===== config.mk =====
export PLATFORM = sky130hd
export DESIGN_NAME = fft_sample_loader
export DESIGN_NICKNAME = d
export VERILOG_FILES = /design/src/rtl/fft_sample_loader.sv
export SDC_FILE = /design/constraint.sdc
export NUM_CORES = 1
export LEC_CHECK = 0
export ABC_AREA = 1
export BUFFER_PORTS_ARGS = -buffer_cell sky130_fd_sc_hd__buf_2
export CORE_MARGIN = 3
export CORE_UTILIZATION = 58
export CTS_BUF_LIST = sky130_fd_sc_hd__clkbuf_8
export DETAILED_ROUTE_END_ITERATION = 7
export PLACE_DENSITY = 0.85
export SETUP_SLACK_MARGIN = 0.02
export SYNTH_ARGS = -nofsm -noshare
export SYNTH_HDL_FRONTEND = slang
export SYNTH_SLANG_ARGS = --single-unit

===== constraint.sdc =====
create_clock -name clk_i -period 4.04 [get_ports clk_i]
set_input_delay 0.808 -clock clk_i [delete_from_list [all_inputs] [get_ports clk_i]]
set_output_delay 0.808 -clock clk_i [all_outputs]
set_load 0.02 [all_outputs]

===== src/rtl/fft_sample_loader.sv =====
// Streams one frame of complex samples into the FFT buffer, in natural or
// bit-reversed address order, and then kicks off the FFT engine.
module fft_sample_loader #(
    parameter int unsigned DATA_WIDTH          = 16,
    parameter int unsigned FFT_MAX_LENGTH_LOG2 = 12,
    parameter int unsigned ADDR_WIDTH          = 16
) (
    input  logic                           clk_i,
    input  logic                           reset_i,
    input  logic [3:0]                     cfg_length_log2_i,
    input  logic                           cfg_bitrev_en_i,
    input  logic                           arm_i,
    input  logic                           abort_i,
    input  logic                           s_valid_i,
    output logic                           s_ready_o,
    input  logic [2*DATA_WIDTH-1:0]        s_data_i,
    input  logic                           s_last_i,
    output logic [ADDR_WIDTH-1:0]          mem_addr_o,
    output logic [2*DATA_WIDTH-1:0]        mem_data_o,
    output logic                           mem_write_o,
    input  logic                           mem_ready_i,
    input  logic                           fft_busy_i,
    output logic                           fft_start_o,
    output logic                           busy_o,
    output logic                           frame_done_o,
    output logic                           error_o,
    output logic [FFT_MAX_LENGTH_LOG2:0]   sample_count_o
);

    localparam int unsigned CNT_W = FFT_MAX_LENGTH_LOG2 + 1;

    typedef enum logic [1:0] {IDLE, LOAD, DRAIN, START} state_t;

    state_t                      state_q, state_d;
    logic [3:0]                  len_q, len_d;
    logic                        bitrev_q, bitrev_d;
    logic                        suppress_q, suppress_d;
    logic                        error_q, error_d;
    logic [CNT_W-1:0]            count_q, count_d;
    logic [ADDR_WIDTH-1:0]       addr_q, addr_d;
    logic [2*DATA_WIDTH-1:0]     data_q, data_d;
    logic                        wr_q, wr_d;

    logic                        accept;
    logic                        cfg_legal;
    logic                        is_last_idx;
    logic [FFT_MAX_LENGTH_LOG2-1:0] idx_bits, idx_rev;
    logic [ADDR_WIDTH-1:0]       addr_calc;

    assign s_ready_o      = (state_q == LOAD) && (!wr_q || mem_ready_i);
    assign accept         = s_valid_i && s_ready_o && !abort_i;
    assign cfg_legal      = (cfg_length_log2_i >= 4'd8) &&
                            (32'(cfg_length_log2_i) <= FFT_MAX_LENGTH_LOG2);
    assign is_last_idx    = (count_q == CNT_W'((32'd1 << len_q) - 32'd1));

    assign busy_o         = (state_q != IDLE);
    assign fft_start_o    = (state_q == START);
    assign frame_done_o   = (state_q == START);
    assign error_o        = error_q;
    assign sample_count_o = count_q;
    assign mem_addr_o     = addr_q;
    assign mem_data_o     = data_q;
    assign mem_write_o    = wr_q;

    // Write address for the current index: full-width reversal, then shifted
    // down so only the latched L bits take part in the reversal.
    always_comb begin
        idx_bits = count_q[FFT_MAX_LENGTH_LOG2-1:0];
        idx_rev  = '0;
        for (int unsigned i = 0; i < FFT_MAX_LENGTH_LOG2; i++) begin
            idx_rev[i] = idx_bits[FFT_MAX_LENGTH_LOG2-1-i];
        end
        if (bitrev_q) begin
            addr_calc = ADDR_WIDTH'(idx_rev >> (FFT_MAX_LENGTH_LOG2 - 32'(len_q)));
        end else begin
            addr_calc = ADDR_WIDTH'(count_q);
        end
    end

    // Next-state and datapath updates; abort overrides everything else.
    always_comb begin
        state_d    = state_q;
        len_d      = len_q;
        bitrev_d   = bitrev_q;
        suppress_d = suppress_q;
        error_d    = error_q;
        count_d    = count_q;
        addr_d     = addr_q;
        data_d     = data_q;
        wr_d       = wr_q && !mem_ready_i;

        if (abort_i) begin
            state_d = IDLE;
            wr_d    = 1'b0;
        end else begin
            unique case (state_q)
                IDLE: begin
                    if (arm_i && !fft_busy_i) begin
                        if (cfg_legal) begin
                            len_d      = cfg_length_log2_i;
                            bitrev_d   = cfg_bitrev_en_i;
                            count_d    = '0;
                            error_d    = 1'b0;
                            suppress_d = 1'b0;
                            state_d    = LOAD;
                        end else begin
                            error_d = 1'b1;
                        end
                    end
                end
                LOAD: begin
                    if (accept) begin
                        data_d  = s_data_i;
                        addr_d  = addr_calc;
                        wr_d    = 1'b1;
                        count_d = count_q + 1'b1;
                        if (s_last_i && is_last_idx) begin
                            state_d = DRAIN;
                        end else if (s_last_i || is_last_idx) begin
                            error_d    = 1'b1;
                            suppress_d = 1'b1;
                            state_d    = DRAIN;
                        end
                    end
                end
                DRAIN: begin
                    // Leave as soon as the final write completes this cycle.
                    if (!wr_q || mem_ready_i) begin
                        state_d = suppress_q ? IDLE : START;
                    end
                end
                START: begin
                    state_d = IDLE;
                end
                default: state_d = IDLE;
            endcase
        end
    end

    // State and datapath registers with synchronous reset.
    always_ff @(posedge clk_i) begin
        if (reset_i) begin
            state_q    <= IDLE;
            len_q      <= '0;
            bitrev_q   <= 1'b0;
            suppress_q <= 1'b0;
            error_q    <= 1'b0;
            count_q    <= '0;
            addr_q     <= '0;
            data_q     <= '0;
            wr_q       <= 1'b0;
        end else begin
            state_q    <= state_d;
            len_q      <= len_d;
            bitrev_q   <= bitrev_d;
            suppress_q <= suppress_d;
            error_q    <= error_d;
            count_q    <= count_d;
            addr_q     <= addr_d;
            data_q     <= data_d;
            wr_q       <= wr_d;
        end
    end

endmodule


==> flow_summary.ini <==
[status]
status = finished clean

[cts]
h-tree-depth = 3
cts_tree = yes
hold_buffers = 0
clkTransAtPathRegs_ps = 80
cts_made_buffers = 9
cts_max_path_buffers = 2
cts_resized = 0
clockRootBuffer = clkbuf_8
post-cts-setup-buffers = 0
clock_sinks = 68
clk_latency_ps = 350

[sta]
fin_skew_ps = 9.129
grt_setup_unrepaired = no
maxSlewViolCount = 0
finalCriticalPeriod_ps = 3213
min_period_over_period_pct = 79.52
holdWs_ps = 474.0
setup_viol = 0
finalHoldViolCount = 0
tightest_slew_ps = 722.7
fmax_mhz = 311.3
slew_headroom_pct = 51.75
timing.setup.tns_ps = 0

[job]
drv_cap = 0

[floorplan]
core_sq_um = 6422
dieArea_sq_um = 7703
chipHeight_um = 87.77
die_w_um = 87.77
ios = 112
initial_core_util_pct = 60.37
rows = 29

[global_routing]
grt_antenna_before_repair = 0
grt_max_degree = 47
globalRouteTotalUtil_pct = 27.92
overflow = 0
use_met1_pct = 36.69
grt_pass1_wl_um = 17180
globalRouteMet3Util_pct = 7.432
busiest_layer = met2
grt_pass1_vias = 3632
gr-usage-met2_pct = 43.90

[synth]
yosysTopAreaCellShare_pct = 35.11
ys_ff_latch = 68
yosys_warnings = 0
synth_area_leaders = dfxtp_1 35%, nand2_1 10%, nor2_1 10%, o21ai_0 9.6%, a21oi_1 6.2%
synth.distinct_cells = 38
synth_most_common_cell = nand2_1
avgSynthCellArea_sq_um = 6.606
post_synth_most_frequent_cells = 107 x nand2_1, 106 x nor2_1, 74 x o21ai_0, 68 x dfxtp_1, 48 x a21oi_1
syn_inst = 587
synth_edf_count = 0
synthFlopType = dfxtp_1
async_flop_share_pct = 0
synth_area_sq_um = 3877
yosys.area.top_type = dfxtp_1
seq_area_frac_synth_pct = 35.11

[pwr]
leakagePower_nw = 2.309
peakVddDrop_mv = 0.2713
power_density_nw_per_um2 = 353.3

[critical_path]
r2r_slack_ps = 830
worstSetupPathType = reg -> reg
arrival_ps = 3460
cp.buffers_inverters = 5
timing.rr.start = len_q[0]
rr_endpoint = state_q[1]
critPathRequiredTime_ps = 4290
path_delay_family = simple AND/OR/NAND/NOR gates
crit_fanout = 19
reg2reg_depth = 20
slowest_stage = dfxtp_1
cp_cell_sequence = clkinv_1, ha_1, ha_1, inv_1, nor2_1, inv_1, ha_1, inv_1, nor2_4, nand2_1, nand2_1, nand2_1, nor2_1, nand2_1, nor2_2, nand3_2, nand2_2, nand3_2, o21ai_1, inv_1
cp-start-kind = flip-flop
end_kind = flip-flop
max_stage_delay_ps = 670

[finish]
area_delta_synth_final_pct = 18.91
nets = 736
fillers = 549
finalInstanceArea_sq_um = 4611
layout-drive-gt1-share_pct = 23.11
fin_util_pct = 71.79
diodes = 0

[routing]
drt_iter0_markers = 376
via_count = 4193
vias_per_cell = 5.481
drc = 0
wl_per_cell_um = 14.12
ant_nets = 0
routed_wl_um = 10800
firstDrtPassIters = 6

[hold_path]
hold_class = reg -> reg
hold_path_end = suppress_q
hold_path_startpoint = suppress_q
hold_depth = 2

[place]
io_buffers = 108
dp_hpwl_um = 8025
placedInstanceArea_sq_um = 4388
gp_congestion = 0.9495
-- final cells by class --
cell class	instances	area [sq um]	share of cell area (%)
repair buffers	110	555.5	12.05
multi-input cells	444	2180	47.27
clock buffers	9	123.9	2.687
inverters	50	195.2	4.233
clock inverters	7	98.84	2.144
flip-flops and latches	68	1361	29.53
well taps	77	96.34	2.090
-- state kept, by name, summed over array words and instances (netlist names) --
register	count
mem_data_o	32
len_q	4
suppress_q	1
sample_count_o	13
state_q	2
bitrev_q	1
error_o	1
mem_addr_o	13
mem_write_o	1
-- layer usage --
layer | routed length (um) | vias up
met5 | 0 | -
met4 | 267 | 0
met3 | 970 | 30
met2 | 5002 | 185
met1 | 4559 | 1867
li1 | - | 2111
-- how the worst max path moves through the flow --
stage,slack [ps],cells past startpoint,start,end
floorplan,1450,18,len_q[0],state_q[1]
global placement,980,17,len_q[0],state_q[1]
detailed placement,860,20,len_q[0],state_q[1]
CTS,840,20,len_q[0],state_q[1]
global route,360,19,len_q[0],suppress_q
finish,830,20,len_q[0],state_q[1]
-- tightest hold or removal path: cells and delay by family (launching register included) --
kind | cells | cell delay, ps
flip-flops | 1 | 330
AND/OR/NAND/NOR | 2 | 120
-- power by group --
part / internal (mW) / switching [mW] / leakage [nW]
Sequential: 0.684 / 0.0164 / 0.549
Clock: 0.350 / 0.278 / 0.110
Combinational: 0.103 / 0.198 / 1.65
-- stage by stage --
stage | cells | total power [mW] | setup WS [ps]
2_1_floorplan | 589 | 0.9416 | 1449
4_1_cts | 765 | 1.632 | 843.1
6_report | 765 | 1.629 | 827.5
3_3_place_gp | 749 | 1.006 | 979.4
3_5_place_dp | 749 | 1.011 | 859.6
5_1_grt | 765 | 1.702 | 362.9
-- cells in the final DEF (no fill, tap or decap), types with 2 or more instances in the layout --
cell type,count
buf_4,2
o21ai_0,74
buf_2,108
nand4_1,8
ha_1,8
nand3_1,29
clkinv_4,2
o21a_1,2
o21ai_1,2
nor2_2,6
inv_2,4
nor2_1,106
inv_1,44
conb_1,3
nor4_1,2
nor2_4,6
dfxtp_1,68
nor3_1,7
a211oi_1,2
a21oi_1,48
xor2_1,5
a31oi_1,2
o21ai_2,2
nand2_1,107
o211ai_1,5
nand3_2,5
nand2_2,8
bufinv_16,2
clkbuf_8,9
-- cells by family (layout without fill, tap and decap cells) --
logic type / Yosys count / after routing / synth area share, %
flops: 68 / 68 / 35.11
other cells: 1 / 3 / 0.09671
xor+xnor: 6 / 6 / 1.355
simple gates: 286 / 286 / 32.66
compound gates: 141 / 141 / 19.33
fa+ha+maj: 8 / 8 / 2.582
buf+inv: 77 / 176 / 8.874
(Power assumes the default switching activity.)
